`config.mk`:
```
export PLATFORM = sky130hd
export DESIGN_NAME = booth_mult_arbiter
export DESIGN_NICKNAME = d
export VERILOG_FILES = /design/src/rtl/booth_mult_pkg.sv /design/src/rtl/booth_mult_arbiter_rr_grant.sv /design/src/rtl/booth_mult_arbiter.sv
export SDC_FILE = /design/constraint.sdc
export NUM_CORES = 1
export LEC_CHECK = 0
export ABC_AREA = 1
export BUFFER_PORTS_ARGS = -buffer_cell sky130_fd_sc_hd__clkbuf_2
export CAP_MARGIN = 20
export CORE_ASPECT_RATIO = 1.1
export CORE_MARGIN = 5
export CORE_UTILIZATION = 30
export CTS_BUF_LIST = sky130_fd_sc_hd__clkbuf_4
export DETAILED_ROUTE_END_ITERATION = 10
export GPL_TIMING_DRIVEN = 0
export SYNTH_ARGS = -nofsm -noshare
export SYNTH_HDL_FRONTEND = slang
export SYNTH_SLANG_ARGS = --single-unit
```
`constraint.sdc`:
```
create_clock -name clk -period 2.35 [get_ports clk]
set_input_delay 0.1175 -clock clk [delete_from_list [all_inputs] [get_ports clk]]
set_output_delay 0.1175 -clock clk [all_outputs]
set_load 0.03 [all_outputs]
```
`src/rtl/booth_mult_pkg.sv`:
```
// booth_mult_pkg
//   Shared types and helpers for the booth multiplier arbiter slice.
//   - state_t          : arbiter FSM states (IDLE, LOAD, RUN, RESP)
//   - WIDTH_DEFAULT    : default operand width
//   - TIMEOUT_DEFAULT  : default watchdog limit in RUN cycles
//   - rr_pick()        : round-robin search over up to MAX_REQ requesters
package booth_mult_pkg;

  localparam int WIDTH_DEFAULT   = 4;
  localparam int TIMEOUT_DEFAULT = 16;

  // Upper bound on the requester count; the picker works on vectors of
  // this size and the caller zero-extends its own narrower vectors.
  localparam int MAX_REQ  = 8;
  localparam int RR_PTR_W = 3;

  typedef enum logic [1:0] {
    IDLE = 2'd0,
    LOAD = 2'd1,
    RUN  = 2'd2,
    RESP = 2'd3
  } state_t;

  typedef struct packed {
    logic                found;
    logic [RR_PTR_W-1:0] idx;
  } rr_pick_t;

  // First valid requester at or after ptr+1, wrapping modulo n.
  // The search visits ptr+1 .. ptr+n so the last-granted requester is
  // considered last.
  function automatic rr_pick_t rr_pick(input logic [MAX_REQ-1:0]  valid,
                                       input logic [RR_PTR_W-1:0] ptr,
                                       input int unsigned         n);
    rr_pick_t    r;
    int unsigned c;
    r = '0;
    for (int unsigned k = 1; k <= MAX_REQ; k++) begin
      c = (32'(ptr) + k) % n;
      if (k <= n && !r.found && valid[c[RR_PTR_W-1:0]]) begin
        r.found = 1'b1;
        r.idx   = c[RR_PTR_W-1:0];
      end
    end
    return r;
  endfunction

endpackage

```
`src/rtl/booth_mult_arbiter_rr_grant.sv`:
```
// rr_grant
//   Combinational round-robin picker.
//   valid  : per-requester request vector
//   rr_ptr : index of the most recently granted requester
//   grant  : one-hot grant (all zero when nothing is valid)
//   idx    : binary index of the granted requester
//   found  : at least one requester is valid
module rr_grant
  import booth_mult_pkg::*;
#(
  parameter int N_REQ = 2,
  localparam int IDW  = $clog2(N_REQ)
) (
  input  logic [N_REQ-1:0] valid,
  input  logic [IDW-1:0]   rr_ptr,
  output logic [N_REQ-1:0] grant,
  output logic [IDW-1:0]   idx,
  output logic             found
);

  logic [MAX_REQ-1:0]  valid_ext;
  logic [RR_PTR_W-1:0] ptr_ext;
  rr_pick_t            pick;

  // NOTE: every output of a combinational block gets a default first, so no
  // path through it leaves a value unassigned and no latch is inferred.
  always_comb begin
    valid_ext              = '0;
    valid_ext[N_REQ-1:0]   = valid;
    ptr_ext                = '0;
    ptr_ext[IDW-1:0]       = rr_ptr;
    pick                   = rr_pick(valid_ext, ptr_ext, N_REQ);
    found                  = pick.found;
    idx                    = pick.idx[IDW-1:0];
    grant                  = '0;
    for (int i = 0; i < N_REQ; i++) begin
      grant[i] = pick.found && (pick.idx == RR_PTR_W'(i));
    end
  end

endmodule

```
`src/rtl/booth_mult_arbiter.sv`:
```
// booth_mult_arbiter
//   Shares one booth_multiplier between N_REQ requesters. Grants are
//   round-robin; each grant loads the multiplier for one cycle, runs it until
//   mul_done (or the watchdog expires) and returns one tagged response.
//   Ports:
//     clk, reset_n                  clock, async active-low reset
//     req_valid/req_a/req_b         per-requester request and operands
//     req_ready                     one-hot accept pulse
//     rsp_valid/rsp_ready           response handshake
//     rsp_id/rsp_product/rsp_err    response payload (err => product 0)
//     mul_load/mul_multiplicand/mul_multiplier   drive the multiplier
//     mul_product/mul_done          returned by the multiplier
//   All outputs are registers.
module booth_mult_arbiter
  import booth_mult_pkg::*;
#(
  parameter int N_REQ   = 2,
  parameter int WIDTH   = WIDTH_DEFAULT,
  parameter int TIMEOUT = TIMEOUT_DEFAULT,
  localparam int IDW    = $clog2(N_REQ)
) (
  input  logic                   clk,
  input  logic                   reset_n,
  input  logic [N_REQ-1:0]       req_valid,
  input  logic [N_REQ*WIDTH-1:0] req_a,
  input  logic [N_REQ*WIDTH-1:0] req_b,
  output logic [N_REQ-1:0]       req_ready,
  output logic                   rsp_valid,
  input  logic                   rsp_ready,
  output logic [IDW-1:0]         rsp_id,
  output logic [2*WIDTH-1:0]     rsp_product,
  output logic                   rsp_err,
  output logic                   mul_load,
  output logic [WIDTH-1:0]       mul_multiplicand,
  output logic [WIDTH-1:0]       mul_multiplier,
  input  logic [2*WIDTH-1:0]     mul_product,
  input  logic                   mul_done
);

  localparam int WDW = $clog2(TIMEOUT + 1);

  state_t           state;
  logic [IDW-1:0]   rr_ptr;
  logic [IDW-1:0]   id_q;
  logic [WDW-1:0]   wd_cnt;

  logic [N_REQ-1:0] gnt_onehot;
  logic [IDW-1:0]   gnt_idx;
  logic             gnt_found;

  rr_grant #(.N_REQ(N_REQ)) u_rr_grant (
    .valid  (req_valid),
    .rr_ptr (rr_ptr),
    .grant  (gnt_onehot),
    .idx    (gnt_idx),
    .found  (gnt_found)
  );

  // NOTE: state registers use non-blocking assignments so every register in
  // this block samples the pre-edge values, independent of statement order.
  always_ff @(posedge clk or negedge reset_n) begin
    if (!reset_n) begin
      // NOTE: every register, datapath included, is reset so an operation
      // cut short by reset leaves no stale response or operands behind.
      state            <= IDLE;
      rr_ptr           <= IDW'(N_REQ - 1);
      id_q             <= '0;
      wd_cnt           <= '0;
      req_ready        <= '0;
      rsp_valid        <= 1'b0;
      rsp_id           <= '0;
      rsp_product      <= '0;
      rsp_err          <= 1'b0;
      mul_load         <= 1'b0;
      mul_multiplicand <= '0;
      mul_multiplier   <= '0;
    end else begin
      // Accept is a single-cycle pulse.
      req_ready <= '0;
      case (state)
        IDLE: begin
          if (gnt_found) begin
            req_ready        <= gnt_onehot;
            mul_multiplicand <= req_a[gnt_idx*WIDTH +: WIDTH];
            mul_multiplier   <= req_b[gnt_idx*WIDTH +: WIDTH];
            id_q             <= gnt_idx;
            rr_ptr           <= gnt_idx;
            mul_load         <= 1'b1;
            state            <= LOAD;
          end
        end
        LOAD: begin
          // The load pulse has cleared the multiplier; any done seen here
          // belongs to the previous operation and is ignored.
          mul_load <= 1'b0;
          wd_cnt   <= '0;
          state    <= RUN;
        end
        RUN: begin
          wd_cnt <= wd_cnt + 1'b1;
          if (mul_done) begin
            rsp_product <= mul_product;
            rsp_err     <= 1'b0;
            rsp_id      <= id_q;
            rsp_valid   <= 1'b1;
            state       <= RESP;
          end else if (wd_cnt == WDW'(TIMEOUT - 1)) begin
            rsp_product <= '0;
            rsp_err     <= 1'b1;
            rsp_id      <= id_q;
            rsp_valid   <= 1'b1;
            state       <= RESP;
          end
        end
        RESP: begin
          if (rsp_ready) begin
            rsp_valid <= 1'b0;
            state     <= IDLE;
          end
        end
        default: state <= IDLE;
      endcase
    end
  end

endmodule

```
==> impl_metrics.json <==
{
  "cts_resized": 0,
  "utilization_pct": 42.6,
  "cts_sinks": 31,
  "layout_setup_ws_ns": 0.728,
  "die_height_um": 83.0,
  "post_cts_buffers": 0,
  "cp-end-kind": "flip-flop",
  "cts_buffer_depth": 2,
  "drc": 0,
  "drv_cap": 0,
  "drive_above_1_share_pct": 31.4,
  "rows": 26,
  "grt-ovfl-total": 0,
  "ys_seq_area_share_pct": 53.5,
  "cts_hold_buf": 13,
  "drtIter0Drc": 34,
  "stdcell_count": 295,
  "whs_ns": 0.0167,
  "period_share_pct": 69.0,
  "grt_pass1_vias": 1303,
  "slowest_delay_ns": 0.43,
  "core_mm2": 0.00468,
  "outcome": "finished, final reports clean",
  "ios": 52,
  "chipWidth_um": 76.3,
  "place_hpwl_um": 2380,
  "clock_latency_ns": 0.33,
  "crit_type": "flip-flop to flip-flop",
  "h-tree-depth": 2,
  "startpoint_type": "flip-flop",
  "grtUsageTotal_pct": 11.6,
  "worst_pin_slew_ns": 0.769,
  "num_vias": 1295,
  "syn_area_mm2": 0.00145,
  "path_common_cell": "nand2_1",
  "antenna_found_initial": 0,
  "ir_drop_v": 0.000384,
  "setup_violations": 0,
  "dp_cells": 273,
  "finalCriticalPeriod_ns": 1.62,
  "crit_family": "simple AND/OR/NAND/NOR gates",
  "io_buffers": 51,
  "crit_path_top_delay_cell": "dfrtp_1",
  "rsz0062_at_grt": "false",
  "nets": 275,
  "powerDensity_mw_per_mm2": 1330,
  "ys_ff_latch": 31,
  "cp_data_arrival_time_ns": 1.90,
  "fin_area_mm2": 0.00199,
  "crit_chain": "ha_1 -> and3_1 -> ha_1 -> nor2_2 -> nand2_1 -> nand3_1 -> nand2_1 -> nand2_1",
  "dpl_worst_slack_ns": 0.750,
  "worstPathBufferInverterCount": 0,
  "initial_core_util_pct": 31.0,
  "diodes": 0,
  "report.final.slew_viol_count": 0,
  "dpl_cell_area_mm2": 0.00178,
  "required_ns": 2.63,
  "synthDistinctLibCells": 21,
  "max_freq_ghz": 0.617,
  "via_per_inst": 4.39,
  "first_pass_iters": 4,
  "root_buffer": "clkbuf_4",
  "routedWlPerCell_um": 11.4,
  "cts_tree": "yes",
  "fillers": 483,
  "synth_fp_nets": 203,
  "ant_nets": 0,
  "dieArea_mm2": 0.00634,
  "grt_pass1_wl_um": 6040,
  "final.setup_skew_ns": 0.00912,
  "grt_max_degree": 32,
  "fin_total_pwr_mw": 2.65,
  "syn_to_final_growth_pct": 37.3,
  "slew_headroom_pct": 48.7,
  "clkTransAtPathRegs_ns": 0.10,
  "hold_path_class": "input port to flip-flop",
  "gp_congestion": 0.777,
  "syn_avg_cell_area_um2": 8.75,
  "cts-buffers-inserted": 5,
  "routed_wl_um": 3360,
  "syn_inst": 166,
  "ys_warn_count": 0,
  "leakage_nw": 1.10,
  "cp_max_fo": 4,
  "finalHoldViolations": 0,
  "tns_ns": 0
}
cell usage after synthesis:
cell / n / area share [%]
nand2_1: 64 / 17
dfrtp_1: 30 / 52
nand3_1: 20 / 6.9
inv_1: 10 / 2.6
ha_1: 7 / 6.0
nor2_1: 7 / 1.8
inv_2: 6 / 1.6
a21oi_1: 3 / 1.0
o21ai_1: 3 / 1.0
buf_4: 2 / 1.0
nand4_1: 2 / 0.86
nor2_2: 2 / 0.86
nor2_4: 2 / 1.6
and3_1: 1 / 0.43
buf_6: 1 / 0.78
dfstp_2: 1 / 1.8
nand2_4: 1 / 0.78
nor2_8: 1 / 1.4
o21ai_0: 1 / 0.34
o21ai_2: 1 / 0.60
o22ai_1: 1 / 0.43
cell usage in the layout (no fill, tap or decap), drive strengths merged, types with 5 or more instances in the layout:
master	instances
o21ai	5
nand3	20
clkbuf	56
inv	16
ha	7
dfrtp	30
nand2	65
nor2	12
dlygate4sd3	14
cells by family (layout without fill, tap and decap cells):
kind of cell | count (synthesis) | in the layout | synth area share [%]
AND/OR/NAND/NOR | 100 | 100 | 31.1
buffers and inverters | 19 | 92 | 5.94
adder cells (fa/ha/maj) | 7 | 7 | 6.03
AO/OA/AOI/OAI | 9 | 9 | 3.44
flip-flops | 31 | 31 | 53.5
worst reg2reg max path, delay by kind of cell (launching register included):
family / cells / cell delay [ns]
simple gates: 6 / 0.72
fa+ha+maj: 2 / 0.42
flops: 1 / 0.43
worst paths after layout:
path                                       endpoint  cells past startpoint           start  slack (ns)
worst max-delay path                       state[1]                      8       wd_cnt[0]        0.73
worst min-delay path            mul_multiplicand[1]                      3        req_a[5]        0.02
worst max register to register             state[1]                      8       wd_cnt[0]        0.73
worst min register to register       rsp_product[1]                      2  rsp_product[1]        0.48
max in group asynchronous                  mul_load                      2         reset_n        1.48
min in group asynchronous                  state[0]                      2         reset_n        0.38
sequential cells by signal, summed over array words and instances (netlist names), 2 cells and up:
register	cells
mul_multiplicand	4
mul_multiplier	4
req_ready	2
state	2
wd_cnt	5
rsp_product	8
routing by layer:
layer	part of all wire (%)	wire length, um	GRT usage (%)	vias up
li1	-	-	-	668
met1	41	1370	12.9	592
met2	51	1730	19.7	27
met3	5.2	174	3.79	8
met4	2.9	97	5.41	0
met5	0	0	0	-
layout make-up:
class                      count  area [um2]  area share (%)
inverter                      16        60.1            3.01
clock buffer                   5        37.5            1.88
sequential                    31         777            39.0
multi-input combinational    116         589            29.5
timing repair buffer          65         395            19.8
clock inverter                 3        38.8            1.94
tap                           56        70.1            3.51
buffer                         3        26.3            1.32
power breakdown:
part           leakage (nW)  internal (mW)  switching (mW)
registers             0.388          0.769           0.127
logic                 0.670          0.436           0.913
clock network        0.0426          0.219           0.184
Note: power is estimated with default switching activity, not from simulation.
